## src/rtl/dragon_pkg.sv

```systemverilog
// Shared command codes, segment layout and scan FSM encoding for the dragon body blocks.
package dragon_pkg;
  localparam int NUM_SEGS = 7;
  localparam int SEG_W    = 10;
  localparam int IDX_W    = 3;

  typedef enum logic [1:0] {
    ST_MOVE = 2'b00,
    ST_HEAL = 2'b01,
    ST_HIT  = 2'b10,
    ST_IDLE = 2'b11
  } body_cmd_e;

  typedef enum logic [1:0] {
    FSM_WAIT   = 2'b00,
    FSM_SCAN   = 2'b01,
    FSM_REPORT = 2'b10
  } scan_fsm_e;

  // ORIENT[9:8], POS_X[7:4], POS_Y[3:0]
  typedef struct packed {
    logic [1:0] orient;
    logic [3:0] pos_x;
    logic [3:0] pos_y;
  } seg_t;
endpackage

```

## src/rtl/vsync_rise_detect.sv

```systemverilog
// Frame tick: registered rising-edge pulse of raw vsync, one clk wide.
module vsync_rise_detect (
  input  logic clk,
  input  logic reset,
  input  logic vsync,
  output logic rise
);
  logic prev_vsync;

  always_ff @(posedge clk) begin
    if (reset) begin
      prev_vsync <= 1'b0;
      rise       <= 1'b0;
    end else begin
      prev_vsync <= vsync;
      rise       <= vsync & ~prev_vsync;
    end
  end
endmodule

```

## src/rtl/dragon_hit_arbiter.sv

```systemverilog
// Per-frame sword-vs-segment scan; emits one-cycle HIT/HEAL commands to the dragon body
// with post-hit invulnerability and hit-over-heal priority.
module dragon_hit_arbiter
  import dragon_pkg::*;
#(
  parameter int INVULN_FRAMES = 30,
  parameter int CD_W          = 5
) (
  input  logic                      clk,
  input  logic                      reset,
  input  logic                      vsync,
  input  logic [NUM_SEGS*SEG_W-1:0] dragon_segs,
  input  logic [NUM_SEGS-1:0]       display_en,
  input  logic                      sword_active,
  input  logic [7:0]                sword_pos,
  input  logic                      heal_req,
  output logic [1:0]                states,
  output logic [IDX_W-1:0]          hit_index,
  output logic                      scan_busy
);
  localparam int PAD = (2**IDX_W) - NUM_SEGS;

  logic                        rise;
  scan_fsm_e                   state, state_nxt;
  logic [IDX_W-1:0]            idx, match_idx;
  logic                        found, sw_act, heal_pend;
  logic [7:0]                  sw_pos;
  logic [CD_W-1:0]             cooldown;
  logic [2**IDX_W-1:0][SEG_W-1:0] segs_pad;
  logic [2**IDX_W-1:0]         en_pad;
  seg_t                        cur_seg;
  logic                        cur_match, do_hit, do_heal;
  logic                        unused_orient;

  vsync_rise_detect u_rise (
    .clk   (clk),
    .reset (reset),
    .vsync (vsync),
    .rise  (rise)
  );

  // Pad to a power of two so the 3-bit index never selects outside the vectors.
  assign segs_pad = {{(PAD*SEG_W){1'b0}}, dragon_segs};
  assign en_pad   = {{PAD{1'b0}}, display_en};
  assign cur_seg  = seg_t'(segs_pad[idx]);
  assign unused_orient = ^cur_seg.orient;

  assign cur_match = en_pad[idx] & sw_act & ({cur_seg.pos_x, cur_seg.pos_y} == sw_pos);
  assign do_hit    = (state == FSM_REPORT) & found & (cooldown == '0);
  assign do_heal   = (state == FSM_REPORT) & ~do_hit & heal_pend;
  assign scan_busy = (state == FSM_SCAN) | (state == FSM_REPORT);

  always_comb begin
    state_nxt = state;
    case (state)
      FSM_WAIT:   if (rise) state_nxt = FSM_SCAN;
      FSM_SCAN:   if (idx == IDX_W'(NUM_SEGS-1)) state_nxt = FSM_REPORT;
      FSM_REPORT: state_nxt = FSM_WAIT;
      default:    state_nxt = FSM_WAIT;
    endcase
  end

  always_ff @(posedge clk) begin
    if (reset) begin
      state     <= FSM_WAIT;
      states    <= ST_IDLE;
      hit_index <= '0;
      idx       <= '0;
      match_idx <= '0;
      found     <= 1'b0;
      sw_act    <= 1'b0;
      sw_pos    <= '0;
      cooldown  <= '0;
      heal_pend <= 1'b0;
    end else begin
      state <= state_nxt;

      if (do_hit)       states <= ST_HIT;
      else if (do_heal) states <= ST_HEAL;
      else              states <= ST_IDLE;

      if (state == FSM_WAIT && rise) begin
        sw_act <= sword_active;
        sw_pos <= sword_pos;
        idx    <= '0;
        found  <= 1'b0;
        if (cooldown != '0) cooldown <= cooldown - 1'b1;
      end

      if (state == FSM_SCAN) begin
        if (cur_match && !found) begin
          found     <= 1'b1;
          match_idx <= idx;
        end
        if (idx != IDX_W'(NUM_SEGS-1)) idx <= idx + 1'b1;
      end

      if (do_hit) begin
        hit_index <= match_idx;
        cooldown  <= CD_W'(INVULN_FRAMES);
      end

      // A request arriving in the REPORT clk survives the consume and waits a frame.
      heal_pend <= heal_req | (heal_pend & ~do_heal);
    end
  end
endmodule

```

## config.mk

```make
export PLATFORM = sky130hd
export DESIGN_NAME = dragon_hit_arbiter
export DESIGN_NICKNAME = d
export VERILOG_FILES = /design/src/rtl/dragon_pkg.sv /design/src/rtl/vsync_rise_detect.sv /design/src/rtl/dragon_hit_arbiter.sv
export SDC_FILE = /design/constraint.sdc
export NUM_CORES = 1
export LEC_CHECK = 0
export BUFFER_PORTS_ARGS = -buffer_cell sky130_fd_sc_hd__buf_4
export CAP_MARGIN = 20
export CORE_UTILIZATION = 46
export DETAILED_ROUTE_END_ITERATION = 10
export PLACE_DENSITY = 0.8
export SLEW_MARGIN = 20
export SYNTH_ARGS = -nofsm -noshare
export SYNTH_HDL_FRONTEND = slang
export SYNTH_SLANG_ARGS = --single-unit
```

## constraint.sdc

```tcl
create_clock -name clk -period 2.69 [get_ports clk]
set_clock_uncertainty 0.1 [all_clocks]
set_input_delay 0 -clock clk [delete_from_list [all_inputs] [get_ports clk]]
set_output_delay 0 -clock clk [all_outputs]
set_load 0.01 [all_outputs]
```

After elaboration in Yosys (flattened, before gate mapping)
Index checks and enable logic that the tools add are counted.

Logic and storage cells: 68. Register bits after elaboration: 31. Output and inout bits: 6. Input port bits: 90.

Magnitude comparators: 1. Equality and inequality tests: 7. Muxes and demuxes: 18. Bitwise logic cells: 13. Reduce and logical (&&, ||, !) cells: 13. Add/sub/neg operators: 2.

Operators with widths (count): 10-bit binary-select mux with 3-bit select (1); 5-bit 2-to-1 mux (3); 3-bit 2-to-1 mux (3); 1-bit AND (8); 8-bit equality test (1); 8-bit 2-to-1 mux (1); 2-bit AND reduction (4); 2-bit 2-to-1 mux (3); 5-bit logical NOT (1); 1-bit 2-to-1 mux (5); 5-bit nonzero test (1); 5-bit by 1-bit subtractor with 5-bit output, second input constant (1); 3-bit by 4-bit < comparator with 1-bit output, second input constant (1); 2-bit by 1-bit != test with 1-bit output, second input constant (2); 2-bit case mux with 2 select lines (1); 2-bit nonzero test (2); 3-bit by 1-bit adder with 3-bit output, second input constant (1); 1-bit binary-select mux with 3-bit select (1); 3-bit equality test, second input constant (1); 3-bit != test, second input constant (1); 1-bit inverter (3); 2-bit by 1-bit equality test with 1-bit output, second input constant (1); 2-bit equality test, second input constant (1); 1-bit logical AND (2); other kinds (4) (5).

Logic depth before layout (Yosys ltp)
Depth after elaboration: 9. Mapped depth: 9. Depth with buffers taken out: 8.

Modules after synthesis
Synthesis repeated with hierarchy kept, for this count alone.

Cells, all modules: 231. Area, all modules: 2031.9 um^2.

By module, submodules not included: dragon_hit_arbiter (cells each 227, seq. area each 580.6 um^2, area an instance 1973.1 um^2, times used 1); vsync_rise_detect (cells each 4, seq. area each 40.0 um^2, area an instance 58.8 um^2, times used 1).

Worst setup path before layout
Ideal clock, no wire load.

Path kind: flip-flop to flip-flop. Start point: register idx[1]. End point: register found. Clock period less this slack: 2168 ps. Stages on the path, launching flop included: 9. Path slack: 522 ps. Arrival: 1998 ps. Cells stage by stage: dfxtp_1 buf_6 buf_12 mux2i_1 a22oi_1 a21o_1 a211o_1 or4_1 a21oi_1.

Longest elaborated chain between the ends: 7.

Ends and longest elaborated chain: start, declared (RTL line dragon_hit_arbiter.sv:25) `logic [IDX_W-1:0] idx, match_idx;`; start signal, assigned (RTL line dragon_hit_arbiter.sv:95) `if (idx != IDX_W'(NUM_SEGS-1)) idx <= idx + 1'b1;`; 10-bit binary-select mux with 3-bit select / 1-bit binary-select mux with 3-bit select (equally long branches) (RTL line dragon_hit_arbiter.sv:45, dragon_hit_arbiter.sv:48); 8-bit 2-to-1 mux (not written as such) / 1-bit 2-to-1 mux (equally long branches) (RTL line dragon_hit_arbiter.sv:45, dragon_hit_arbiter.sv:48); 8-bit equality test / 1-bit AND (equally long branches) (RTL line dragon_hit_arbiter.sv:48) `assign cur_match = en_pad[idx] & sw_act & ({cur_seg.pos_x, cur_seg.pos_y} == sw_pos);`; 1-bit AND * (RTL line dragon_hit_arbiter.sv:48); 1-bit logical AND * (RTL line dragon_hit_arbiter.sv:91) `if (cur_match && !found) begin`; 1-bit 2-to-1 mux * (RTL line dragon_hit_arbiter.sv:91); 1-bit 2-to-1 mux * (RTL line dragon_hit_arbiter.sv:90) `if (state == FSM_SCAN) begin`; end signal, assigned (RTL line dragon_hit_arbiter.sv:70) `found <= 1'b0;`; end signal, assigned (RTL line dragon_hit_arbiter.sv:86) `found <= 1'b0;`; end signal, assigned (RTL line dragon_hit_arbiter.sv:92) `found <= 1'b1;`; end, declared (RTL line dragon_hit_arbiter.sv:26) `logic found, sw_act, heal_pend;`.

Mark *: on every way between the ends. The rest lies on a longest branch, timed or not. The select of a mux whose other input is x is not followed. A chain may end at the register's enable or synchronous reset.

Final worst setup path
Start point: register cooldown[0]. End point: register heal_pend.

Longest elaborated chain between the ends: 8.

Ends and longest elaborated chain: start, declared (RTL line dragon_hit_arbiter.sv:28) `logic [CD_W-1:0] cooldown;`; start signal, assigned (RTL line dragon_hit_arbiter.sv:87) `if (cooldown != '0) cooldown <= cooldown - 1'b1;`; start signal, assigned (RTL line dragon_hit_arbiter.sv:100) `cooldown <= CD_W'(INVULN_FRAMES);`; 5-bit logical NOT (RTL line dragon_hit_arbiter.sv:49) `assign do_hit = (state == FSM_REPORT) & found & (cooldown == '0);`; 1-bit AND (RTL line dragon_hit_arbiter.sv:49); 1-bit inverter (RTL line dragon_hit_arbiter.sv:50) `assign do_heal = (state == FSM_REPORT) & ~do_hit & heal_pend;`; 1-bit AND (2 in series) (RTL line dragon_hit_arbiter.sv:50); 1-bit inverter (RTL line dragon_hit_arbiter.sv:104) `heal_pend <= heal_req | (heal_pend & ~do_heal);`; 1-bit AND (RTL line dragon_hit_arbiter.sv:104); 1-bit OR (RTL line dragon_hit_arbiter.sv:104); end signal, assigned (RTL line dragon_hit_arbiter.sv:104); end, declared (RTL line dragon_hit_arbiter.sv:26).

Every way passes these cells.

==> results.toml <==
[yosys]
syn_area_per_cell_sq_um = 8.41
netlist_area_sq_um = 1980
synth_cell_types = 41
synth.mux.area_fraction = 0.164
seq_area_frac_synth = 0.314
synth-xor-area-share = 0.00887
ys_ff_latch = 31
synth-warning-count = 0
synth_top_cells_by_count = "32 x nand2_1, 31 x dfxtp_1, 29 x mux2i_1"
synth_top_family_by_area = "simple AND/OR/NAND/NOR gates"
async_flop_share = 0
yosysTopAreaCell = "dfxtp_1"
synth_cells = 235
synth_compound_area_frac = 0.172
syn-num-nets = 332
synthMostInstantiatedCell = "nand2_1"
synthSimpleGateAreaFrac = 0.241
yosys.area_share.adder = 0.0443
synth.top_cell.area_share = 0.314
ys_top_cells_by_area = "dfxtp_1 31%, mux2i_1 15%, a21oi_1 6.1%, nand2_1 6.1%, ha_1 4.4%"
synth_ff_type = "dfxtp_1"
synth_enable_flop_cells = 0

[finish]
multi_input_area_sq_um = 1240
stdcell_count = 386
final_nets = 432
n_fill_cell = 327
num_antenna_cells = 0
layout-area-overhead-vs-synth_pct = 47.8
final-seq-area_sq_um = 622
final_area_sq_um = 2920
post_route_cells_drive_above_1_share = 0.304
final_util = 0.719

[timing]
slew_headroom = 0.632
setup_tns_ns = 0
worstMarginPinSlew_ns = 0.552
setup_ws_ns = 0.171
rsz0062_at_grt = "false"
period_needed_ns = 2.52
setup_viol = 0
hold_viol_final = 0
fin_hold_ws_ns = 0.282
min_period_over_period = 0.936
fmax_mhz = 397
slew_violations = 0

[placement]
io_buffers = 81
hpwl_um = 3730
place_area_sq_um = 2610
place_inst = 359
place_ws_ns = 0.237
place_congestion = 0.761

[min_path]
hp-class = "reg -> reg"
worstHoldPathCells = 1
holdCritStartpoint = "u_rise.prev_vsync"
min_to = "u_rise.rise"

[setup_path]
cp_data_arrival_time_ns = 2.64
r2r_end = "heal_pend"
ff2ff_path_depth = 9
regToRegStartpoint = "cooldown[0]"
cp-start-kind = "flip-flop"
critPathMaxFanout = 7
crit_type = "reg -> reg"
rrSetupSlack_ns = 0.17
cp-end-kind = "flip-flop"
worst_ep_required_time_ns = 2.81

[floorplanning]
die_area_sq_um = 4560
io-pin-count = 96
coreArea_sq_um = 4060
num_rows = 23
start_util = 0.487
fp.dieW_um = 67.5
die_height_um = 67.5

[pwr]
power_mw = 1.60
total_leakage_power_nw = 1.21
power_density_nw_per_um2 = 548
peakVddDrop_mv = 0.440

[route]
drt-wirelength-per-cell_um = 13.3
viasPerCell = 5.36
drtIter0Drc = 74
dr.pass1.iters = 4
routed_wl_um = 5140
antenna_left = 0
dr_total_vias = 2070
route.detailed.drc = 0

[status]
status = "completed"

[grt]
grt_antenna_before_repair = 0
grt_pass1_vias = 1845
grt_usage = 0.229
grt_start_max_net_pins = 34
grt_first_pass_wirelength_um = 7850
gr-total-overflow = 0

[clocking]
postCtsSetupBuffers = 0
cts_buffer_depth = 2
cts_buffers = 5
cts_sinks = 31
clk_pin_slew_worst_paths_ns = 0.06
clock_tree.root_cell = "clkbuf_8"
clk_latency_ns = 0.29
cts_tree = "done"
ctsHtreeMaxLevel = 2

[flow_run]
drv_cap = 0
[registers in the layout, summed over array words and instances, names as in the netlist]
signal,cells
found,1
state,2
u_rise.prev_vsync,1
idx,3
hit_index,3
heal_pend,1
u_rise.rise,1
sw_act,1
states,2
cooldown,5
sw_pos,8
match_idx,3
[cell type report]
cell class / instances / share of cell area
Inverter: 6 / 0.00772
Multi-Input combinational cell: 184 / 0.426
Clock inverter: 2 / 0.0120
Timing Repair Buffer: 107 / 0.291
Sequential cell: 31 / 0.213
Tap cell: 50 / 0.0214
Clock buffer: 6 / 0.0283
[layout by cell type (no fill, tap or decap), types with 3 or more instances in the layout]
master and count:
nand2_1 32, inv_1 6, or3_1 3, o2bb2ai_1 3, a22o_1 3, a21oi_1 24, nor3_1 4, mux2i_1 29
clkbuf_8 6, a22oi_1 5, o21ai_0 4, dlygate4sd3_1 19, dfxtp_1 30, nor2b_1 9, nand3_1 5, buf_4 88
ha_1 7, nand3b_1 6, nor2_1 12, and3_1 5, nand2b_1 8, o211ai_1 6
[how the worst max path moves through the flow]
stage,from,to,depth (start not counted)
after floorplan,idx[1],found,8
after global placement,idx[1],found,7
after detailed placement,idx[1],found,7
after CTS,idx[1],found,7
after global routing,idx[1],found,7
final,cooldown[0],heal_pend,9
[kinds of logic after synthesis]
kind of cell               Yosys count
muxes                               31
adders and majority gates            7
and+or+nand+nor                     91
xor gates and xnor gates             2
AOI/OAI and AO/OA                   53
DFF                                 31
buffers and inverters               20
[critical path: stages (launching register included)]
cell           delay (ns)
dfxtp_1              0.33
inv_1                0.06
ha_1                 0.18
or3b_2               0.46
nor2_1               0.19
nand3_1              0.26
nand2_1              0.16
a21oi_1              0.08
nor2_1               0.09
dlygate4sd3_1        0.55
[what timing repair did]
| item | in CTS | in global routing |
|---|---|---|
| resized for setup | 0 | 0 |
| hold buffers | 19 | 0 |
| endpoints found under the hold margin | 21 | 0 |
[metal layers]
metal / wire [um] / track usage / part of all wire / vias up
met2: 2470 / 0.401 / 0.48 / 74
met5: 0 / 0 / 0 / -
met3: 499 / 0.0625 / 0.097 / 12
met4: 97 / 0.0878 / 0.019 / 0
li1: - / - / - / 1038
met1: 2070 / 0.260 / 0.40 / 946
[where the power goes]
part	leakage, nW	internal (mW)	switching, mW	total [mW]
Combinational	0.899	0.306	0.283	0.589
Clock	0.0612	0.299	0.168	0.467
Sequential	0.252	0.497	0.0460	0.543
(Power assumes the default switching activity.)
